## src/rtl/demux16_assembler_pkg.sv

```systemverilog
// Shared definitions for the 16-bit serial-to-parallel bit assembler and its
// select decoder.
package mux_pkg;

  localparam int DMX_WIDTH = 16;
  localparam int DMX_SEL_W = 4;

  typedef enum logic {FILL = 1'b0, HOLD = 1'b1} dmx_state_t;

  function automatic logic [DMX_WIDTH-1:0] onehot(input logic [DMX_SEL_W-1:0] sel);
    logic [DMX_WIDTH-1:0] v;
    v      = '0;
    v[sel] = 1'b1;
    return v;
  endfunction

endpackage

```

## src/rtl/demux_dec4to16.sv

```systemverilog
// Select-to-write-enable decoder: at most one enable bit set, and only when
// the write is actually accepted.
module demux_dec4to16
  import mux_pkg::*;
#(
  parameter int WIDTH = DMX_WIDTH,
  parameter int SEL_W = DMX_SEL_W
) (
  input  logic [SEL_W-1:0] i_sel,
  input  logic             i_en,
  output logic [WIDTH-1:0] o_we
);

  always_comb begin
    o_we = '0;
    for (int i = 0; i < WIDTH; i++) begin
      o_we[i] = i_en && (i_sel == SEL_W'(i));
    end
  end

endmodule

```

## src/rtl/demux16_assembler.sv

```systemverilog
// Routes single bits into a 16-bit word (pointer or explicit select) and
// presents the word once every position has been written at least once.
module demux16_assembler
  import mux_pkg::*;
#(
  parameter int WIDTH = DMX_WIDTH,
  parameter int SEL_W = DMX_SEL_W
) (
  input  logic             clk,
  input  logic             rst_n,
  input  logic             in_bit,
  input  logic             in_valid,
  output logic             in_ready,
  input  logic             auto_inc,
  input  logic [SEL_W-1:0] sel_in,
  input  logic             clear,
  output logic [WIDTH-1:0] out_word,
  output logic             out_valid,
  input  logic             out_ready,
  output logic [SEL_W-1:0] sel_cur
);

  dmx_state_t       r_state;
  logic [WIDTH-1:0] r_shadow;
  logic [WIDTH-1:0] r_mask;
  logic [SEL_W-1:0] r_ptr;
  logic [WIDTH-1:0] r_out_word;
  logic             r_out_valid;

  logic             w_accept;
  logic [SEL_W-1:0] w_dest;
  logic [WIDTH-1:0] w_we;
  logic [WIDTH-1:0] w_shadow_nxt;
  logic             w_done;

  assign in_ready  = (r_state == FILL);
  assign w_accept  = in_valid && in_ready;
  assign w_dest    = auto_inc ? r_ptr : sel_in;

  demux_dec4to16 #(
    .WIDTH (WIDTH),
    .SEL_W (SEL_W)
  ) u_dec (
    .i_sel (w_dest),
    .i_en  (w_accept),
    .o_we  (w_we)
  );

  // A rewrite of an already-written position sets no new mask bit, so it
  // can never complete the word by itself.
  assign w_shadow_nxt = (r_shadow & ~w_we) | (w_we & {WIDTH{in_bit}});
  assign w_done       = w_accept && (&(r_mask | w_we));

  always_ff @(posedge clk or negedge rst_n) begin
    if (!rst_n) begin
      r_state     <= FILL;
      r_shadow    <= '0;
      r_mask      <= '0;
      r_ptr       <= '0;
      r_out_word  <= '0;
      r_out_valid <= 1'b0;
    end else if (clear) begin
      r_state     <= FILL;
      r_mask      <= '0;
      r_ptr       <= '0;
      r_out_valid <= 1'b0;
    end else begin
      case (r_state)
        FILL: begin
          if (w_accept) begin
            r_shadow <= w_shadow_nxt;
            if (w_done) begin
              r_out_word  <= w_shadow_nxt;
              r_out_valid <= 1'b1;
              r_state     <= HOLD;
              r_mask      <= '0;
              r_ptr       <= '0;
            end else begin
              r_mask <= r_mask | w_we;
              if (auto_inc) r_ptr <= r_ptr + 1'b1;
            end
          end
        end
        HOLD: begin
          if (r_out_valid && out_ready) begin
            r_out_valid <= 1'b0;
            r_state     <= FILL;
          end
        end
        default: r_state <= FILL;
      endcase
    end
  end

  assign out_word  = r_out_word;
  assign out_valid = r_out_valid;
  assign sel_cur   = r_ptr;

endmodule

```

## config.mk

```make
export PLATFORM = sky130hd
export DESIGN_NAME = demux16_assembler
export DESIGN_NICKNAME = d
export VERILOG_FILES = /design/src/rtl/demux16_assembler_pkg.sv /design/src/rtl/demux_dec4to16.sv /design/src/rtl/demux16_assembler.sv
export SDC_FILE = /design/constraint.sdc
export NUM_CORES = 1
export LEC_CHECK = 0
export ABC_AREA = 1
export ABC_CLOCK_PERIOD_IN_PS = 2230
export BUFFER_PORTS_ARGS = -buffer_cell sky130_fd_sc_hd__buf_2
export CORE_UTILIZATION = 50
export DETAILED_ROUTE_END_ITERATION = 8
export PLACE_DENSITY = 0.7
export RECOVER_POWER = 25
export SYNTH_ARGS = -nofsm -noshare
export SYNTH_HDL_FRONTEND = slang
export SYNTH_SLANG_ARGS = --single-unit
```

## constraint.sdc

```tcl
create_clock -name clk -period 2.23 [get_ports clk]
set_input_delay 0.3345 -clock clk [delete_from_list [all_inputs] [get_ports clk]]
set_output_delay 0.3345 -clock clk [all_outputs]
set_load 0.01 [all_outputs]
```

After elaboration in Yosys (flattened, before gate mapping)
Index checks and enable logic that the tools add are counted.

word-level totals
  register bits after elaboration = 54
  bits in latches = 0
  memory bits (writable) = 0
  ROM bits = 0
  bits of input ports = 11
  memories = 0

operators by class
  add/sub/neg operators = 1
  multipliers = 0
  div/mod/pow operators = 0
  magnitude comparators = 0
  equality and inequality tests = 19
  shift operators = 0
  mux-type cells = 20
  bitwise gates (word level) = 7
  reduce and logical (&&, ||, !) cells = 28

operators by type and width
  kind                 number
  $mux 16              4
  $and 16x16->16       2
  $eq 4x4->1 const B   8
  $or 16x16->16        2
  $mux 4               6
  $logic_and 1x1->1    19
  $eq 4x3->1 const B   4
  $not 16->16          1
  $reduce_and 16->1    1
  $reduce_and 3->1     3
  $eq 4x2->1 const B   2
  $mux 1               8
  $ne 3x1->1 const B   2
  $add 4x1->4 const B  1
  $eq 4x1->1 const B   1
  $logic_not 4->1      1
  $pmux 1 s2           2
  $reduce_and 4->1     1
  $ne 3x2->1 const B   1
  $reduce_bool 3->1    1
  $ne 2x2->1 const B   1
  $not 1->1            2
  $reduce_and 2->1     1
  $reduce_bool 2->1    1

Depth between registers and ports, before layout
Gate-level depths: netlist (run 1).

  depth after elaboration = 10
  mapped depth = 16
  mapped depth without buffers = 15

Hierarchy
Synthesis (run 1) repeated with hierarchy kept, for this count alone.

unflattened totals
  cell total of the unflattened synthesis = 372
  area total of the unflattened synthesis = 2,785.2 sq um

modules (own cells, without submodules)
  module             times used  cells an instance  area each (sq um)  sequential area each (sq um)
  demux16_assembler  1           339                2,656.3            1,351.3
  demux_dec4to16     1           33                 128.9              0.0

Worst setup path before layout (run 1)
OpenSTA, ideal clock, no wires.

  path kind = register -> register
  start = reg r_state
  end = reg r_out_word[10], in the netlist out_word[10]
  arrival time = 1.907 ns
  data required time = 2.113 ns
  setup slack = 0.206 ns
  stages on the path, launching flop included = 14
  path buffers = 1
  period minus slack after synthesis = 2.024 ns
  cell sequence = dfrtp_1 inv_2 nand2_2 inv_2 nand3_1 inv_2 nand2_1 nand2_1 o211ai_1 nor3_4 nand3_4 buf_6 nand2_1 nand2_1

between the ends
  longest elaborated chain between the ends = 7

RTL lines
  element                            RTL line                 source
  start: declaration                 demux16_assembler.sv:23  dmx_state_t r_state;
  start signal: assignment           demux16_assembler.sv:56  r_state <= FILL;
  start signal: assignment           demux16_assembler.sv:63  r_state <= FILL;
  start signal: assignment           demux16_assembler.sv:75  r_state <= HOLD;
  $not 1->1 (no source line) (*)     -
  via in_ready                       demux16_assembler.sv:13  output logic in_ready,
  $logic_and 1x1->1                  demux16_assembler.sv:37  assign w_accept = in_valid && in_ready;
  $logic_and 1x1->1                  demux_dec4to16.sv:17     o_we[i] = i_en && (i_sel == SEL_W'(i));
  $or 16x16->16                      demux16_assembler.sv:52  assign w_done = w_accept && (&(r_mask | w_we));
  $reduce_and 16->1                  demux16_assembler.sv:52
  $logic_and 1x1->1                  demux16_assembler.sv:52
  $reduce_and 4->1 (no source line)  -
  end signal: assignment             demux16_assembler.sv:73  r_out_word <= w_shadow_nxt;
  end: declaration                   demux16_assembler.sv:27  logic [WIDTH-1:0] r_out_word;

Mark *: on every way through the listed nets, which the timed path passes. The rest lies on a longest branch.
A chain may end at the register's enable or synchronous reset.

Worst setup path in the final report (run 1)
  start = reg r_ptr[1], in the netlist sel_cur[1]
  end = reg r_out_word[0], in the netlist out_word[0]

between the ends
  longest elaborated chain between the ends = 7

RTL lines
  element                                   RTL line                 source
  start: declaration                        demux16_assembler.sv:26  logic [SEL_W-1:0] r_ptr;
  start signal: assignment                  demux16_assembler.sv:80  if (auto_inc) r_ptr <= r_ptr + 1'b1;
  $mux 4 (*)                                demux16_assembler.sv:38  assign w_dest = auto_inc ? r_ptr : sel_in;
  $eq 4x1->1, or another cell as far along  demux_dec4to16.sv:17
  $logic_and 1x1->1                         demux_dec4to16.sv:17
  $or 16x16->16                             demux16_assembler.sv:52
  $reduce_and 16->1                         demux16_assembler.sv:52
  $logic_and 1x1->1                         demux16_assembler.sv:52
  $reduce_and 4->1 (no source line)         -

Mark *: on every way between the ends. The rest lies on a longest branch, timed or not.

==> impl_metrics.tcl, run 1 <==
set metrics [dict create \
    status "complete, no violations" \
    crit_path_top_delay_cell "dfrtp_2" \
    hold_class "in2reg" \
    detail_route.iter0.violations 126 \
    fin_nets 453 \
    p_leak_nw 1.80 \
    die_x_um 77.9 \
    synth.avg_cell_area_sq_um 7.75 \
    rsz0062_at_grt "true" \
    netlist_area_sq_um 2880 \
    globalRouteOverflowTotal 0 \
    drive_above_1_share_pct 27.8 \
    grt_start_max_net_pins 25 \
    p_int_w 0.00148 \
    ant_nets 0 \
    synth_top_family_by_area "simple AND/OR/NAND/NOR gates" \
    layout.cells.non_filler 514 \
    gp_congestion 0.886 \
    critPathMaxStageDelay_ps 460 \
    stdcell_area_sq_um 3580 \
    path_class "reg2reg" \
    antenna_found_initial 0 \
    dp_hpwl_mm 5.23 \
    dieHeight_um 77.9 \
    clock_latency_ps 320 \
    die_area_sq_um 6070 \
    final_common_cell "nand2_1" \
    p_seq_share_pct 51.8 \
    fin_crit_ps 2120 \
    antennaDiodeCount 0 \
    critical_path_required_ps 2450 \
    period_share_pct 95.1 \
    r2r_cells 11 \
    crit_chain "inv_1, nand2_1, nand2_2, nand3_1, o21ai_0, nand4_1, nor3_4, buf_6, nand3_4, nand2_2, nand2_1" \
    syn_to_final_growth_pct 24.3 \
    slew_violations 0 \
    combPwrFrac_pct 20.5 \
    placedCellCount 499 \
    clkTransAtPathRegs_ps 110 \
    core_sq_um 5540 \
    pre_cts_slack_ps -88.3 \
    syn_nets 384 \
    synth_fa_ha_area_share_pct 0.434 \
    crit_buf_inv 2 \
    path_max_fanout 8 \
    cts_made_buffers 5 \
    crit_path_start_kind "register" \
    pwr-share-clk_pct 27.7 \
    power.total_w 0.00216 \
    htree_levels 2 \
    layout_setup_ws_ps 110 \
    p_switching_w 0.000676 \
    peakVddDrop_mv 0.269 \
    yosys.area_share.simple_pct 31.3 \
    grt_pass1_vias 2532 \
    drc 0 \
    track_usage_pct 24.7 \
    synth_compound_area_share_pct 9.59 \
    yosys_warnings 0 \
    switching_share_pct 31.3 \
    initial_core_util_pct 52.0 \
    cts-root-buf "clkbuf_8" \
    timing.fmax_mhz 472 \
    worst-path-stages 11 \
    clock_path_buffers 2 \
    routed_via_density 5.21 \
    cts_tree "yes" \
    ys_seq_area_share_pct 46.9 \
    synthCells 372 \
    arrival_ps 2340 \
    path_delay_family "simple AND/OR/NAND/NOR gates" \
    finClkSkew_ps 8.56 \
    post-route-util_pct 64.7 \
    numPortBuffers 32 \
    max_slew_margin_pct 21.9 \
    yosys-mux-area-fraction_pct 3.52 \
    tightest_slew_ps 1170 \
    whs_path_depth 4 \
    yosys.cell_types.count 32 \
    setup_viol 0 \
    placed_area_sq_um 3330 \
    hold_violations 0 \
    row_count 27 \
    routed_wire_length_per_instance_um 14.0 \
    dr.pass1.iters 5 \
    ios 33 \
    ys_ff_latch 54 \
    dr_total_vias 2676 \
    synth-xor-area-share_pct 0.608 \
    finalWirelength_mm 7.17 \
    grt_pass1_wl_mm 11.7 \
    p_per_area_nw_per_um2 602 \
    cp-end-kind "register" \
    layout_common_cells "113 x nand2_1, 53 x dfrtp_1, 35 x inv_1, 34 x nor2_1, 30 x buf_4" \
    max_cap_violations 0 \
    numClockSinks 54 \
]
## stage by stage
stage / setup TNS, ps / hold WS [ps]
after floorplan: 0 / 38.9
after global placement: -1040 / 321
after detailed placement: -1690 / 322
after CTS: 0 / 287
after global routing: -318 / 337
final: 0 / 283
## logic make-up after synthesis
group,after synthesis
adders and majority gates,1
and+or+nand+nor,203
buffers and inverters,53
muxes,9
DFF,54
AOI/OAI and AO/OA,50
xor gates and xnor gates,2
## tightest hold or removal path, cell delays in order
cell and delay [ps]:
buf_2 70, nand2_1 50, nand2_1 60, a21oi_1 60
## final cells by class
type | instances | area (sq um)
Fill cell | 489 | 1960
Multi-Input combinational cell | 266 | 1400
Sequential cell | 54 | 1350
Timing Repair Buffer | 70 | 473
Inverter | 44 | 170
Tap cell | 72 | 90.1
Clock buffer | 5 | 68.8
Clock inverter | 3 | 28.8
## cells in the mapped netlist, drive strengths merged
cell type | n | area (sq um)
o211ai | 1 | 7.51
buf | 4 | 35.0
clkinv | 1 | 3.75
ha | 1 | 12.5
nand2 | 129 | 509
xnor2 | 1 | 8.76
nor2 | 40 | 165
mux2 | 9 | 101
inv | 43 | 164
a21oi | 10 | 50.1
dfrtp | 54 | 1350
xor2 | 1 | 8.76
o21bai | 1 | 7.51
nor3 | 4 | 42.5
nand4 | 18 | 113
clkbuf | 5 | 18.8
nand3 | 12 | 72.6
o22ai | 6 | 37.5
o21ai | 30 | 161
a31oi | 2 | 12.5
## power groups by stage
stage / logic, W / registers, W / clock network [W]
after global routing: 0.000501 / 0.00113 / 0.000632
after global placement: 0.000402 / 0.00113 / 0
after floorplan: 0.000277 / 0.00113 / 0
after detailed placement: 0.000414 / 0.00114 / 0
final: 0.000442 / 0.00112 / 0.000597
after CTS: 0.000420 / 0.00112 / 0.000605
## final timing paths
path | slack, ps | start | end
hold / removal | 280 | out_ready | r_state
setup reg to reg | 110 | sel_cur[1] | out_word[0]
hold reg to reg | 480 | out_word[5] | out_word[5]
max in group asynchronous | 460 | rst_n | r_mask[2]
min in group asynchronous | 760 | rst_n | out_word[5]
setup / recovery | 110 | sel_cur[1] | out_word[0]
## state kept, by name, summed over array words and instances (netlist names)
| name | flops |
|---|---|
| out_valid | 1 |
| out_word | 16 |
| r_mask | 16 |
| r_shadow | 16 |
| r_state | 1 |
| sel_cur | 4 |
## layer usage
metal | wire (um) | up-vias | share of wire [%] | global-route usage [%]
li1 | - | 1344 | - | -
met1 | 3160 | 1250 | 44 | 31.8
met2 | 3530 | 73 | 49 | 42.8
met3 | 387 | 9 | 5.4 | 4.24
met4 | 88 | 0 | 1.2 | 6.85
met5 | 0 | - | 0 | 0
## what timing repair did
item	CTS	global route
hold buffers	1	0
pin swaps	0	11
endpoints found under the setup margin	4	38
setup buffers	0	5
hold endpoints to repair	21	0
resized for setup	3	26
cloned	0	1
Note: power is estimated with default switching activity, not from simulation.
==> run 2: changes to the inputs <==
--- a/config.mk
+++ b/config.mk
@@ -8,10 +8,13 @@
 export ABC_AREA = 1
 export ABC_CLOCK_PERIOD_IN_PS = 2230
 export BUFFER_PORTS_ARGS = -buffer_cell sky130_fd_sc_hd__buf_2
-export CORE_UTILIZATION = 50
+export CELL_PAD_IN_SITES_DETAIL_PLACEMENT = 0
+export CELL_PAD_IN_SITES_GLOBAL_PLACEMENT = 2
+export CORE_UTILIZATION = 33
 export DETAILED_ROUTE_END_ITERATION = 8
-export PLACE_DENSITY = 0.7
+export PLACE_DENSITY_LB_ADDON = 0.1
 export RECOVER_POWER = 25
 export SYNTH_ARGS = -nofsm -noshare
 export SYNTH_HDL_FRONTEND = slang
+export SYNTH_HIERARCHICAL = 1
 export SYNTH_SLANG_ARGS = --single-unit
==> impl_metrics.tcl, run 2 <==
set metrics [dict create \
    rsz0062_at_grt "true" \
    numClockSinks 54 \
    ys_seq_area_share_pct 48.5 \
    synth_top_area_share_pct 48.5 \
    path_class "reg2reg" \
    dr_total_vias 2572 \
    crit_path_start_kind "register" \
    n_fill_cell 840 \
    holdWs_ps 309 \
    clkTransAtPathRegs_ps 110 \
    synthFlopType "dfrtp_1" \
    crit_chain "mux2_4, nor2_4, nand2_4, nor2_4, nor2_1, nor2_1, nand2_1, nor2_4, nand3_4, buf_12, o21ai_1, nand2_1" \
    arrival_ps 2390 \
    fin_nets 468 \
    crit_path_top_delay_cell "dfrtp_1" \
    routed_wire_length_per_instance_um 13.4 \
    track_usage_pct 18.5 \
    hold_violations 0 \
    status "complete, no violations" \
    fin_crit_ps 2190 \
    row_count 33 \
    dr.pass1.iters 4 \
    layout.cells.non_filler 562 \
    synthArstFlopShare_pct 100 \
    cts-root-buf "clkbuf_8" \
    hold_buffers 0 \
    numPortBuffers 32 \
    period_share_pct 98.0 \
    layout_common_cells "111 x nand2_1, 54 x dfrtp_1, 50 x buf_4, 41 x o21ai_0, 32 x buf_2" \
    critical_path_required_ps 2440 \
    cp-end-kind "register" \
    ant_nets 0 \
    globalRouteOverflowTotal 0 \
    crit_buf_inv 1 \
    p_leak_nw 1.91 \
    synth.most_common_cell "nand2_1" \
    fin_tns_setup_ps 0 \
    synth_top_area_cell "dfrtp_1" \
    finClkSkew_ps 6.53 \
    synth_edf_count 0 \
    grt_pass1_wl_mm 12.5 \
    yosys-top-cells-area "dfrtp_1 49%, nand2_1 16%, o21ai_0 8.4%" \
    syn_nets 384 \
    tightest_slew_ps 1430 \
    setup_viol 0 \
    routed_via_density 4.58 \
    critPathMostFrequentCell "nor2_4" \
    synthCells 372 \
    ys_ff_latch 54 \
    timing.fmax_mhz 457 \
    peakVddDrop_mv 0.265 \
    htree_levels 2 \
    dp_hpwl_mm 5.31 \
    finalWirelength_mm 7.53 \
    core_sq_um 8180 \
    grt_start_max_net_pins 55 \
    cts_tree "yes" \
    yosys.cell_types.count 24 \
    path_max_fanout 6 \
    initial_core_util_pct 34.1 \
    detail_route.iter0.violations 93 \
    placedCellCount 549 \
    critPathMaxStageDelay_ps 400 \
    gp_congestion 0.768 \
    max_cap_violations 0 \
    drc 0 \
    yosys_warnings 6 \
    antennaDiodeCount 0 \
    drive_above_1_share_pct 35.9 \
    synth.avg_cell_area_sq_um 7.49 \
    ys_top_cells_by_count "119 x nand2_1, 54 x dfrtp_1, 50 x nor2_1, 47 x o21ai_0, 33 x inv_1" \
    syn_to_final_growth_pct 37.2 \
    post-route-util_pct 46.7 \
    cts_made_buffers 5 \
    clock_latency_ps 310 \
    final_common_cell "nand2_1" \
    dieHeight_um 93.9 \
    netlist_area_sq_um 2790 \
    grt_pass1_vias 2528 \
    clock_path_buffers 2 \
    p_per_area_nw_per_um2 555 \
    ios 33 \
    die_x_um 93.9 \
    max_slew_margin_pct 4.95 \
    hold_class "in2reg" \
    slew_violations 0 \
    path_delay_family "simple AND/OR/NAND/NOR gates" \
    antenna_found_initial 0 \
    die_area_sq_um 8810 \
]
==> run 2: final cells by class <==
class | count | area [sq um] | share of cell area (%)
Tap cell | 105 | 131 | 3.44
Timing Repair Buffer | 88 | 609 | 15.9
Sequential cell | 54 | 1350 | 35.4
Inverter | 39 | 156 | 4.09
Multi-Input combinational cell | 268 | 1480 | 38.7
Clock inverter | 3 | 23.8 | 0.622
Clock buffer | 5 | 68.8 | 1.80
==> run 2: power by group <==
part / switching, W / internal (W)
clock network: 0.000367 / 0.000226
logic: 0.000286 / 0.000169
registers: 0.0000231 / 0.00105
==> run 2: cells by family after synthesis <==
family | synth area share (%)
AND/OR/NAND/NOR | 29.9
AO/OA/AOI/OAI | 11.5
flip-flops | 48.5
buffers and inverters | 7.41
multiplexers | 1.62
XOR/XNOR | 0.629
adder cells (fa/ha/maj) | 0.449
==> run 2: timing repair <==
| action | in CTS | in global routing |
|---|---|---|
| buffers inserted | 2 | 2 |
| setup endpoints to repair | 36 | 36 |
| gates cloned | 0 | 1 |
| pin swaps | 5 | 18 |
| gates resized for setup | 33 | 50 |
==> run 2: final timing paths <==
| path | start | cells after the start | to | slack, ps |
|---|---|---|---|---|
| max | sel_cur[0] | 12 | out_word[0] | 40 |
| min | out_ready | 4 | out_valid | 310 |
| max reg2reg | sel_cur[0] | 12 | out_word[0] | 40 |
| min reg2reg | out_word[1] | 2 | out_word[1] | 480 |
| max in group asynchronous | rst_n | 2 | r_mask[13] | 960 |
| min in group asynchronous | rst_n | 2 | out_word[0] | 430 |
==> run 2: routing by layer <==
layer | GRT usage (%) | vias to the layer above | wire length [um]
met2 | 30.0 | 35 | 3490
met5 | 0 | - | 0
li1 | - | 1334 | -
met4 | 5.13 | 0 | 61
met3 | 3.16 | 4 | 145
met1 | 25.3 | 1199 | 3830
==> run 2: per-stage QoR <==
stage	cell area [sq um]	setup WS, ps	total power [W]
2_1_floorplan	2790	129	0.00130
3_3_place_gp	3420	-297	0.00147
3_5_place_dp	3420	-297	0.00147
4_1_cts	3650	14.6	0.00211
5_1_grt	3820	-84.4	0.00225
6_report	3820	43.6	0.00212
==> run 2: tightest hold or removal path: stages <==
cell     delay, ps
buf_2           70
nand2_1         40
nand3_1         80
a21oi_1         60
